==> src/rtl/memory_stage.sv <==
// Memory stage: non-memory ops go straight through to a registered
// writeback bundle; LOAD/STORE hold a registered memory request until
// mem_ack arrives or the wait counter hits TIMEOUT.
module memory_stage #(
   parameter int TIMEOUT = 255
) (
   input  logic        clk,
   input  logic        reset,
   input  logic        valid_in,
   input  logic [4:0]  control_in,
   input  logic [4:0]  dest_index_in,
   input  logic [15:0] result_in,
   input  logic [15:0] store_data_in,
   input  logic        reg_write_en_in,
   output logic        stall,
   output logic        mem_req,
   output logic        mem_we,
   output logic [15:0] mem_addr,
   output logic [15:0] mem_wdata,
   input  logic [15:0] mem_rdata,
   input  logic        mem_ack,
   output logic        wb_valid,
   output logic        wb_write_en,
   output logic [4:0]  wb_dest_index,
   output logic [15:0] wb_data,
   output logic        mem_error
);

   typedef enum logic [1:0] {IDLE, WAIT_RD, WAIT_WR} state_t;

   localparam logic [3:0] OP_NOP   = 4'd0;
   localparam logic [3:0] OP_JUMP  = 4'd6;
   localparam logic [3:0] OP_JNE   = 4'd10;
   localparam logic [3:0] OP_CMP   = 4'd11;
   localparam logic [3:0] OP_LOAD  = 4'd12;
   localparam logic [3:0] OP_STORE = 4'd14;
   localparam logic [7:0] CNT_LAST = 8'(TIMEOUT - 1);

   state_t      state, state_nxt;
   logic [7:0]  wait_cnt;
   logic [4:0]  pend_dest;
   logic [3:0]  op;
   logic        accept, in_wait, timeout_hit, no_write;
   logic        unused_ctrl_bit;

   assign op              = control_in[3:0];
   assign unused_ctrl_bit = control_in[4];
   assign accept          = (state == IDLE) && valid_in;
   assign in_wait         = (state != IDLE);
   assign timeout_hit     = in_wait && !mem_ack && (wait_cnt == CNT_LAST);
   // Control-flow and compare ops never write the register file.
   assign no_write        = (op == OP_NOP) || (op == OP_CMP) ||
                            ((op >= OP_JUMP) && (op <= OP_JNE));
   assign stall           = in_wait;

   // State register.
   always_ff @(posedge clk) begin
      if (reset) state <= IDLE;
      else       state <= state_nxt;
   end

   // Next state: enter WAIT on LOAD/STORE, leave on ack or timeout.
   always_comb begin
      state_nxt = state;
      case (state)
         IDLE: begin
            if (accept && op == OP_LOAD)       state_nxt = WAIT_RD;
            else if (accept && op == OP_STORE) state_nxt = WAIT_WR;
         end
         WAIT_RD, WAIT_WR: begin
            if (mem_ack || timeout_hit) state_nxt = IDLE;
         end
         default: state_nxt = IDLE;
      endcase
   end

   // Registered memory request, wait counter, writeback bundle and error flag.
   always_ff @(posedge clk) begin
      if (reset) begin
         wait_cnt      <= '0;
         pend_dest     <= '0;
         mem_req       <= 1'b0;
         mem_we        <= 1'b0;
         mem_addr      <= '0;
         mem_wdata     <= '0;
         wb_valid      <= 1'b0;
         wb_write_en   <= 1'b0;
         wb_dest_index <= '0;
         wb_data       <= '0;
         mem_error     <= 1'b0;
      end else begin
         wb_valid    <= 1'b0;
         wb_write_en <= 1'b0;
         if (state == IDLE) begin
            if (accept) begin
               if (op == OP_LOAD || op == OP_STORE) begin
                  mem_req   <= 1'b1;
                  mem_we    <= (op == OP_STORE);
                  mem_addr  <= result_in;
                  wait_cnt  <= '0;
                  pend_dest <= dest_index_in;
                  if (op == OP_STORE) mem_wdata <= store_data_in;
               end else begin
                  wb_valid      <= 1'b1;
                  wb_write_en   <= reg_write_en_in && !no_write;
                  wb_dest_index <= dest_index_in;
                  wb_data       <= result_in;
               end
            end
         end else begin
            // Ack takes priority over a coincident timeout.
            if (mem_ack) begin
               mem_req       <= 1'b0;
               mem_we        <= 1'b0;
               wb_valid      <= 1'b1;
               wb_write_en   <= (state == WAIT_RD);
               wb_dest_index <= pend_dest;
               if (state == WAIT_RD) wb_data <= mem_rdata;
            end else if (timeout_hit) begin
               mem_req       <= 1'b0;
               mem_we        <= 1'b0;
               mem_error     <= 1'b1;
               wb_valid      <= 1'b1;
               wb_dest_index <= pend_dest;
            end else begin
               wait_cnt <= wait_cnt + 8'd1;
            end
         end
      end
   end

endmodule

==> config.mk <==
export PLATFORM = sky130hd
export DESIGN_NAME = memory_stage
export DESIGN_NICKNAME = d
export VERILOG_FILES = /design/src/rtl/memory_stage.sv
export SDC_FILE = /design/constraint.sdc
export NUM_CORES = 1
export LEC_CHECK = 0
export BUFFER_PORTS_ARGS = -buffer_cell sky130_fd_sc_hd__buf_2
export CAP_MARGIN = 0
export CORE_MARGIN = 2
export CORE_UTILIZATION = 30
export CTS_CLUSTER_DIAMETER = 100
export DETAILED_ROUTE_END_ITERATION = 8
export PLACE_DENSITY_LB_ADDON = 0.1
export SETUP_SLACK_MARGIN = 0.1
export SLEW_MARGIN = 25
export SYNTH_ARGS = -nofsm -noshare
export SYNTH_HDL_FRONTEND = slang
export SYNTH_SLANG_ARGS = --single-unit
==> constraint.sdc <==
create_clock -name clk -period 2.13 [get_ports clk]
set_clock_uncertainty 0.2 [all_clocks]
set_input_delay 0.426 -clock clk [delete_from_list [all_inputs] [get_ports clk]]
set_output_delay 0.426 -clock clk [all_outputs]
set_load 0.01 [all_outputs]
==> flow_metrics.py, run 1 <==
metrics = {
    "die": {
        "die_h_um": 104,
        "fp-row-count": 36,
        "die_w_um": 104,
        "die_area_mm2": 0.0109,
        "pin_count": 122,
        "fp.coreArea_mm2": 0.00977,
        "start_util": 0.308,
    },
    "power_and_ir_drop": {
        "p_per_area_mw_per_mm2": 726,
        "max-vdd-ir-drop_uv": 352,
        "total_power_w": 0.00295,
        "power_leakage_nw": 1.89,
        "clkPwrFrac": 0.406,
        "seq_power_share": 0.486,
        "internal_power_w": 0.00222,
        "p_comb_frac": 0.108,
        "netSwitchingFraction": 0.248,
        "p_switching_w": 0.000730,
    },
    "timing": {
        "fin_setup_tns_ps": 0,
        "period_share": 0.917,
        "slew_headroom": 0.710,
        "rsz0062_at_grt": "no",
        "hold_viol": 0,
        "hold_ws_ps": 109,
        "fin_crit_ps": 1950,
        "setup_viol": 0,
        "worst_pin_slew_ps": 430,
        "final_max_slew_viol_count": 0,
        "max_freq_ghz": 0.512,
    },
    "yosys": {
        "yosysSeqAreaShare": 0.485,
        "synth_flop_cell": "dfxtp_1",
        "syn_avg_cell_area_um2": 8.70,
        "synth_edf_count": 0,
        "ys_warn_count": 0,
        "synth_area_mm2": 0.00301,
        "syn_inst": 346,
        "ys_types": 44,
        "synthArstFlopShare": 0,
        "synth_fp_nets": 413,
        "synth_seq_cells": 73,
    },
    "final_layout": {
        "final_layout_size_suffix_gt1_frac": 0.338,
        "fin_nets": 539,
        "diodes": 0,
        "fill_cells": 1048,
        "area_growth_pct": 34.9,
        "stdcell_count": 610,
    },
    "global_routing": {
        "grt_pass1_wl_um": 13600,
        "grt_max_degree": 33,
        "gr-total-overflow": 0,
        "grt_pass1_vias": 2764,
        "grt.total_usage": 0.154,
        "antenna_found_initial": 0,
    },
    "routing": {
        "route.detailed.wl_per_inst_um": 13.5,
        "ant_nets": 0,
        "drc": 0,
        "drt_iter0_markers": 123,
        "routed-via-count": 2857,
        "routed_wl_um": 8250,
        "avgViaCountPerCell": 4.68,
        "drt-pass1-iter-count": 4,
    },
    "place": {
        "dpl.hpwl_um": 5830,
        "place.gp.congestion": 0.746,
        "dp_cells": 592,
        "io_buffers": 120,
    },
    "hold_path": {
        "hold_path_end": "mem_wdata[0]$_SDFFE_PP0P_",
        "holdCritPathClass": "in -> reg",
        "worstHoldStart": "store_data_in[0]",
        "min_delay_path_depth": 3,
    },
    "critical_path": {
        "reg2reg_from": "state[0]$_SDFFE_PP0P_",
        "cp.arrival_ps": 1330,
        "required_ps": 1500,
        "critPathCaptureType": "output pin",
        "reg2reg_slack_ps": 220,
        "path_max_fanout": 21,
        "reg2reg_depth": 6,
        "startpoint": "state[0]$_SDFFE_PP0P_",
        "r2r_end": "wait_cnt[7]$_SDFFE_PP0P_",
        "start_kind": "flop",
        "crit_path_top_delay_cell": "dfxtp_1",
        "worstPathCellList": "inv_1 > ha_4 > buf_12 > inv_1 > buf_2",
        "crit_path_frequent_cell": "inv_1",
        "critPathMaxStageDelay_ps": 310,
        "worstSetupPathType": "reg -> out",
    },
    "clock_tree": {
        "cts.clk_slew.worst_paths_ps": 80,
        "cts_max_level": 3,
        "cts_sinks": 73,
        "cts_root_buf": "clkbuf_8",
        "clk_latency_ps": 340,
        "holdBufCountCts": 0,
        "cts_buffers": 9,
        "cts_tree": "yes",
        "cts_buffer_depth": 2,
    },
    "run_status": {
        "status": "completed",
    },
    "run": {
        "drv_cap": 0,
    },
}
[per-layer routing]
layer / up-vias / track usage / share of wire / wire length (um)
met4: 0 / 0.0579 / 0.014 / 118
met1: 1302 / 0.196 / 0.48 / 3920
met5: - / 0 / 0 / 0
met2: 86 / 0.250 / 0.45 / 3730
li1: 1459 / - / - / -
met3: 10 / 0.0414 / 0.058 / 480
[sequential cells by signal (all words and copies together) (netlist names)]
name and count:
wb_data 16, mem_wdata 16, mem_error 1, mem_req 1, pend_dest 5, wait_cnt 8, state 2, wb_valid 1
wb_write_en 1, wb_dest_index 5, mem_addr 16, mem_we 1
[cells in the mapped netlist, types with 3 or more instances]
| cell type | instances | area (um2) |
|---|---|---|
| xor2_1 | 3 | 26.3 |
| nor4_1 | 5 | 31.3 |
| a21oi_1 | 28 | 140 |
| a211oi_1 | 16 | 120 |
| nand3_1 | 4 | 20.0 |
| ha_1 | 4 | 50.1 |
| mux2i_1 | 16 | 160 |
| and2_1 | 3 | 18.8 |
| inv_1 | 8 | 30.0 |
| dfxtp_1 | 73 | 1460 |
| clkbuf_1 | 10 | 37.5 |
| o31ai_1 | 3 | 22.5 |
| nor3_1 | 3 | 15.0 |
| nand2b_1 | 3 | 18.8 |
| buf_4 | 4 | 30.0 |
| buf_2 | 8 | 40.0 |
| nand3b_1 | 3 | 22.5 |
| nor2_1 | 60 | 225 |
| a32oi_1 | 16 | 140 |
| nand2_1 | 46 | 173 |
[layout by cell type (no fill, tap or decap), types with 5 or more instances in the layout]
cell        n
a211oi_1   16
a21oi_1    28
a32oi_1    16
buf_2     120
buf_4      17
clkbuf_8    9
dfxtp_1    73
inv_1       8
mux2i_1    16
nand2_1    45
nor2_1     60
nor4_1      5
[worst max-delay path: cells and delay by family, from the launching register on]
family	cells	cell delay, ps
buf+inv	4	470
flops	1	310
fa+ha+maj	1	200
[area by class of cell]
class | instances | area, um2 | share of cell area
inverter | 8 | 30.0 | 0.00739
clock inverter | 6 | 90.1 | 0.0222
clock buffer | 10 | 128 | 0.0314
tap | 133 | 166 | 0.0410
multi-input combinational | 241 | 1420 | 0.349
timing repair buffer | 139 | 768 | 0.189
sequential | 73 | 1460 | 0.360
[cells by family (layout without fill, tap and decap cells)]
kind of cell               count (synthesis)  after routing  share of synthesized area
AOI/OAI and AO/OA                         75             75                      0.173
muxes                                     16             16                     0.0532
adders and majority gates                  4              4                     0.0166
DFF                                       73             73                      0.485
and+or+nand+nor                          142            142                      0.212
xor gates and xnor gates                   4              4                     0.0116
buffers and inverters                     32            163                     0.0486
[stage by stage]
stage / area (um2) / setup slack, ps / utilization
finish: 4060 / 178 / 0.416
floorplan: 3010 / 357 / -
CTS: 4040 / 109 / 0.413
global placement: 3800 / 102 / 0.389
global route: 4060 / 104 / 0.416
detailed placement: 3800 / 96.4 / 0.389
[worst max-delay path by stage]
| stage | end | slack (ps) | cells after the start |
|---|---|---|---|
| finish | stall | 180 | 5 |
| global route | wait_cnt[7]$_SDFFE_PP0P_ | 100 | 6 |
| global placement | mem_addr[14]$_SDFFE_PP0P_ | 100 | 6 |
| floorplan | wait_cnt[7]$_SDFFE_PP0P_ | 360 | 6 |
| CTS | stall | 110 | 5 |
| detailed placement | mem_addr[12]$_SDFFE_PP0P_ | 100 | 6 |
[what timing repair did]
| action | 4_1_cts | 5_1_grt |
|---|---|---|
| gates resized for setup | 3 | 2 |
| pin swaps | 0 | 0 |
| setup buffers | 0 | 2 |
| endpoints found under the setup margin | 1 | 19 |
[power by group through the flow]
stage | clock network (W) | registers [W] | logic [W]
floorplan | 0 | 0.00149 | 0.000139
global placement | 0 | 0.00147 | 0.000317
detailed placement | 0 | 0.00147 | 0.000319
global route | 0.00131 | 0.00144 | 0.000353
CTS | 0.00125 | 0.00144 | 0.000321
finish | 0.00120 | 0.00143 | 0.000318
Note: power is estimated with default switching activity, not from simulation.
==> inputs of run 2 (changes only) <==
--- a/config.mk
+++ b/config.mk
@@ -5,6 +5,7 @@
 export SDC_FILE = /design/constraint.sdc
 export NUM_CORES = 1
 export LEC_CHECK = 0
+export ABC_AREA = 1
 export BUFFER_PORTS_ARGS = -buffer_cell sky130_fd_sc_hd__buf_2
 export CAP_MARGIN = 0
 export CORE_MARGIN = 2
==> flow_metrics.py, run 2 <==
metrics = {
    "run_status": {
        "status": "completed",
    },
    "die": {
        "die_w_um": 108,
        "die_area_mm2": 0.0116,
        "die_h_um": 108,
        "start_util": 0.310,
        "fp.coreArea_mm2": 0.0104,
        "pin_count": 122,
        "fp-row-count": 37,
    },
    "global_routing": {
        "grt.total_usage": 0.157,
        "gr-total-overflow": 0,
        "grt_max_degree": 50,
        "antenna_found_initial": 1,
        "grt_pass1_vias": 2990,
        "grt_pass1_wl_um": 14400,
    },
    "clock_tree": {
        "cts_tree": "yes",
        "clk_latency_ps": 340,
        "cts.clk_slew.worst_paths_ps": 80,
        "cts_root_buf": "clkbuf_8",
        "cts_buffers": 9,
        "cts_buffer_depth": 2,
        "cts_sinks": 73,
        "cts_max_level": 3,
    },
    "final_layout": {
        "fill_cells": 1159,
        "mostFrequentLayoutCells": "nand2_1, buf_2, dfxtp_1",
        "mostFrequentLayoutCell": "nand2_1",
        "final_layout_size_suffix_gt1_frac": 0.301,
        "fin_nets": 602,
        "post-route-util": 0.399,
        "area_growth_pct": 28.5,
        "diodes": 0,
        "reg.largest.list": "mem_addr: 16 flops, mem_wdata: 16 flops, wb_data: 16 flops",
    },
    "timing": {
        "max_freq_ghz": 0.517,
        "period_share": 0.908,
        "fin_setup_tns_ps": 0,
        "hold_ws_ps": 131,
        "worst_pin_slew_ps": 836,
        "setup_viol": 0,
        "slew_headroom": 0.442,
        "hold_viol": 0,
        "fin_crit_ps": 1940,
        "rsz0062_at_grt": "yes",
        "final_max_slew_viol_count": 0,
    },
    "critical_path": {
        "reg2reg_from": "state[0]$_SDFFE_PP0P_",
        "reg2reg_depth": 7,
        "required_ps": 1500,
        "path_max_fanout": 10,
        "critPathCaptureType": "output pin",
        "worstSetupPathType": "reg -> out",
        "start_kind": "flop",
        "r2r_end": "pend_dest[4]$_SDFFE_PP0P_",
        "cp.arrival_ps": 1310,
        "reg2reg_slack_ps": 220,
    },
    "hold_path": {
        "hold_path_end": "wb_write_en$_SDFF_PP0_",
        "min_delay_path_depth": 3,
        "worstHoldStart": "reg_write_en_in",
        "holdCritPathClass": "in -> reg",
    },
    "power_and_ir_drop": {
        "p_per_area_mw_per_mm2": 1070,
        "p_switching_w": 0.00161,
        "max-vdd-ir-drop_uv": 444,
        "netSwitchingFraction": 0.365,
        "p_comb_frac": 0.373,
        "internal_power_w": 0.00281,
        "power_leakage_nw": 1.97,
        "seq_power_share": 0.377,
        "clkPwrFrac": 0.250,
        "total_power_w": 0.00442,
    },
    "routing": {
        "drt-pass1-iter-count": 5,
        "drc": 0,
        "ant_nets": 0,
        "route.detailed.wl_per_inst_um": 13.1,
        "avgViaCountPerCell": 4.58,
        "routed_wl_um": 8830,
        "routed-via-count": 3091,
        "drt_iter0_markers": 98,
    },
    "yosys": {
        "synth_fp_nets": 488,
        "ys_warn_count": 0,
        "synth_edf_count": 0,
        "synth_seq_cells": 73,
        "yosysMostFrequentCell": "nand2_1",
        "ys_types": 26,
        "synth_flop_cell": "dfxtp_1",
        "synth_top_area_share": 0.454,
        "yosys-top-cells-count": "nand2_1, dfxtp_1, a21oi_1, nand3_1, nor2_1",
        "yosysSeqAreaShare": 0.454,
        "syn_inst": 421,
        "synthTopCellsByArea": "dfxtp_1, nand2_1, a21oi_1",
        "syn_avg_cell_area_um2": 7.64,
        "yosys.area.top_type": "dfxtp_1",
        "synth_area_mm2": 0.00322,
        "synthArstFlopShare": 0,
    },
    "run": {
        "drv_cap": 0,
    },
    "place": {
        "io_buffers": 120,
        "dpl.hpwl_um": 6050,
        "place.gp.congestion": 0.764,
    },
}
==> run 2: kinds of logic after synthesis <==
logic type,share of synthesized area
simple gates,0.299
buf+inv,0.0755
fa+ha+maj,0.0156
flops,0.454
compound gates,0.141
xor+xnor,0.00272
mux,0.0124
==> run 2: power by group through the flow <==
stage | registers, W | clock network, W | logic (W)
final | 0.00167 | 0.00110 | 0.00165
after global routing | 0.00169 | 0.00121 | 0.00186
after CTS | 0.00167 | 0.00116 | 0.00162
after detailed placement | 0.00170 | 0 | 0.00154
after global placement | 0.00169 | 0 | 0.00154
after floorplan | 0.00177 | 0 | 0.00103
==> run 2: through the flow <==
step / instances / area (um2) / worst slack [ps]
2_1_floorplan: 421 / 3220 / 449
3_3_place_gp: 657 / 3880 / 91.1
3_5_place_dp: 657 / 3880 / 57.2
4_1_cts: 672 / 4100 / 116
5_1_grt: 675 / 4130 / 29.1
6_report: 675 / 4130 / 195
==> run 2: how the worst max path moves through the flow <==
stage	start	end	slack, ps	cells past startpoint
2_1_floorplan	state[0]$_SDFFE_PP0P_	stall	450	5
3_3_place_gp	state[1]$_SDFFE_PP0P_	mem_wdata[0]$_SDFFE_PP0P_	90	8
3_5_place_dp	state[0]$_SDFFE_PP0P_	mem_we$_SDFFE_PP0P_	60	7
4_1_cts	state[0]$_SDFFE_PP0P_	stall	120	5
5_1_grt	state[0]$_SDFFE_PP0P_	mem_we$_SDFFE_PP0P_	30	7
6_report	state[0]$_SDFFE_PP0P_	stall	190	5
==> run 2: repair_timing <==
item	in CTS	in global routing
gates cloned	0	0
resized for setup	6	2
hold buffers	0	0
endpoints found under the setup margin	31	27
pin swaps	0	0
buffers inserted	0	3
==> run 2: worst max-delay path, cell delays in order (launching register included) <==
cell     delay, ps
dfxtp_1        360
inv_1           80
ha_4           200
inv_2           80
buf_12         120
buf_2          130
==> run 2: final cells by class <==
cell class,count,area (um2),area share
multi-input cells,301,1530,0.370
flip-flops and latches,73,1460,0.354
repair buffers,129,693,0.168
well taps,136,170,0.0412
clock buffers,11,141,0.0342
inverters,21,82.6,0.0200
clock inverters,4,53.8,0.0130
==> run 2: routing by layer <==
layer	part of all wire	vias to the layer above	wire length, um	GRT usage
li1	-	1605	-	-
met1	0.47	1386	4130	0.196
met2	0.44	88	3910	0.252
met3	0.078	10	685	0.0630
met4	0.010	2	91	0.0385
met5	0.0015	-	13	0
==> inputs of run 3 (changes only) <==
--- a/config.mk
+++ b/config.mk
@@ -8,11 +8,12 @@
 export ABC_AREA = 1
 export BUFFER_PORTS_ARGS = -buffer_cell sky130_fd_sc_hd__buf_2
 export CAP_MARGIN = 0
-export CORE_MARGIN = 2
-export CORE_UTILIZATION = 30
+export CORE_MARGIN = 3
+export CORE_UTILIZATION = 49
 export CTS_CLUSTER_DIAMETER = 100
 export DETAILED_ROUTE_END_ITERATION = 8
 export PLACE_DENSITY_LB_ADDON = 0.1
+export RECOVER_POWER = 25
 export SETUP_SLACK_MARGIN = 0.1
 export SLEW_MARGIN = 25
 export SYNTH_ARGS = -nofsm -noshare
==> flow_metrics.py, run 3 (synthesized netlist as in run 2, its figures left out) <==
metrics = {
    "run_status": {
        "status": "completed",
    },
    "timing": {
        "worst_pin_slew_ps": 548,
        "fin_crit_ps": 1920,
        "rsz0062_at_grt": "no",
        "period_share": 0.900,
        "slew_headroom": 0.635,
        "max_freq_ghz": 0.522,
        "setup_viol": 0,
        "final_max_slew_viol_count": 0,
        "hold_viol": 0,
        "fin_setup_tns_ps": 0,
    },
    "routing": {
        "routed-via-count": 3198,
        "routed_wl_um": 8460,
        "drt-pass1-iter-count": 5,
        "ant_nets": 0,
        "drc": 0,
        "route.detailed.wl_per_inst_um": 13.8,
        "avgViaCountPerCell": 5.20,
        "drt_iter0_markers": 142,
    },
    "place": {
        "place.gp.congestion": 0.807,
        "dpl.hpwl_um": 5610,
        "io_buffers": 120,
    },
    "global_routing": {
        "grt_pass1_vias": 2997,
        "grt_pass1_wl_um": 13700,
        "gr-total-overflow": 0,
        "busiest_layer": "met2",
        "antenna_found_initial": 0,
        "use_met1": 0.278,
        "grt_max_degree": 50,
        "grt.total_usage": 0.227,
        "use_met3": 0.0710,
        "grtUsageMet2": 0.380,
    },
    "final_layout": {
        "fin_nets": 602,
        "mostFrequentLayoutCell": "nand2_1",
        "mostFrequentLayoutCells": "nand2_1, buf_2, dfxtp_1",
        "final_layout_size_suffix_gt1_frac": 0.243,
        "reg.largest.list": "mem_addr: 16 flops, mem_wdata: 16 flops, wb_data: 16 flops",
        "post-route-util": 0.659,
        "area_growth_pct": 25.5,
        "diodes": 0,
    },
    "power_and_ir_drop": {
        "clkPwrFrac": 0.253,
        "seq_power_share": 0.380,
        "p_switching_w": 0.00162,
        "netSwitchingFraction": 0.369,
        "p_per_area_mw_per_mm2": 1090,
        "p_comb_frac": 0.367,
        "max-vdd-ir-drop_uv": 559,
        "internal_power_w": 0.00278,
        "power_leakage_nw": 1.83,
    },
    "critical_path": {
        "critPathMaxStageDelay_ps": 310,
        "cp.arrival_ps": 1290,
        "required_ps": 1500,
        "crit_path_top_delay_cell": "dfxtp_1",
        "critical-path-top-delay-family": "buffers and inverters",
        "start_kind": "flop",
        "worstSetupPathType": "reg -> out",
        "path_max_fanout": 5,
        "worstPathCellList": "inv_1 > ha_4 > inv_1 > buf_12 > buf_2",
        "crit_path_frequent_cell": "inv_1",
        "critPathCaptureType": "output pin",
        "path_buf_inv": 4,
    },
    "clock_tree": {
        "holdBufCountCts": 0,
        "clk_latency_ps": 350,
        "cts_sinks": 73,
        "cts_buffer_depth": 2,
        "cts_root_buf": "clkbuf_8",
        "cts.clk_slew.worst_paths_ps": 80,
        "cts_max_level": 3,
        "cts_buffers": 9,
        "cts_tree": "yes",
    },
    "die": {
        "pin_count": 122,
        "die_area_mm2": 0.00757,
        "start_util": 0.525,
        "die_h_um": 87.0,
        "die_w_um": 87.0,
        "fp.coreArea_mm2": 0.00613,
        "fp-row-count": 28,
    },
    "run": {
        "drv_cap": 0,
    },
    "hold_path": {
        "holdCritPathClass": "in -> reg",
    },
}
==> run 3: cell count changes in the layout (fill, tap and decap cells not counted), moves of 2 or more <==
cell,previous run,this run
buf_4,7,5
clkinvlp_4,3,5
buf_2,120,87
clkbuf_1,1,33
==> run 3: layout make-up <==
cell class / count / area [um2]
clock buffer: 10 / 138
clock inverter: 6 / 66.3
fill: 581 / 2090
inverter: 21 / 82.6
multi-input combinational: 301 / 1530
sequential: 73 / 1460
tap: 75 / 93.8
timing repair buffer: 128 / 657
timing repair inverter: 1 / 7.51
==> run 3: stage by stage <==
step	worst slack, ps	power, W	hold slack (ps)	instance area, um2	instances
final	213	0.00440	129	4040	615
after global routing	118	0.00471	121	4040	615
after CTS	148	0.00442	117	4050	614
after detailed placement	134	0.00323	245	3820	597
after global placement	182	0.00320	242	3820	597
after floorplan	449	0.00280	239	3220	421
==> run 3: layer usage <==
metal  up-vias  share of wire
li1       1604              -
met4         0          0.012
met3        11          0.086
met1      1469           0.43
met2       114           0.47
met5         -              0
==> run 3: timing repair <==
action / in CTS / in global routing
endpoints found under the setup margin: 1 / 34
setup buffers: 1 / 0
gates cloned: 0 / 1
resized for setup: 4 / 5
==> run 3: power by group through the flow <==
| stage | registers, W | clock network [W] | logic, W |
|---|---|---|---|
| 6_report | 0.00167 | 0.00111 | 0.00161 |
| 5_1_grt | 0.00170 | 0.00120 | 0.00181 |
| 4_1_cts | 0.00167 | 0.00114 | 0.00161 |
| 3_5_place_dp | 0.00170 | 0 | 0.00153 |
| 3_3_place_gp | 0.00169 | 0 | 0.00151 |
| 2_1_floorplan | 0.00177 | 0 | 0.00103 |
==> run 3: path summary, 6_finish.rpt <==
kind / start / depth (start not counted) / slack [ps] / to
setup / recovery: state[1]$_SDFFE_PP0P_ / 5 / 210 / stall
setup reg to reg: state[1]$_SDFFE_PP0P_ / 8 / 280 / mem_wdata[0]$_SDFFE_PP0P_
hold reg to reg: pend_dest[3]$_SDFFE_PP0P_ / 2 / 260 / pend_dest[3]$_SDFFE_PP0P_
hold / removal: result_in[6] / 3 / 130 / mem_addr[6]$_SDFFE_PP0P_
==> run 3: worst min-delay path, stage by stage <==
cell and delay [ps]:
buf_2 100, nand2_1 50, a21oi_1 50
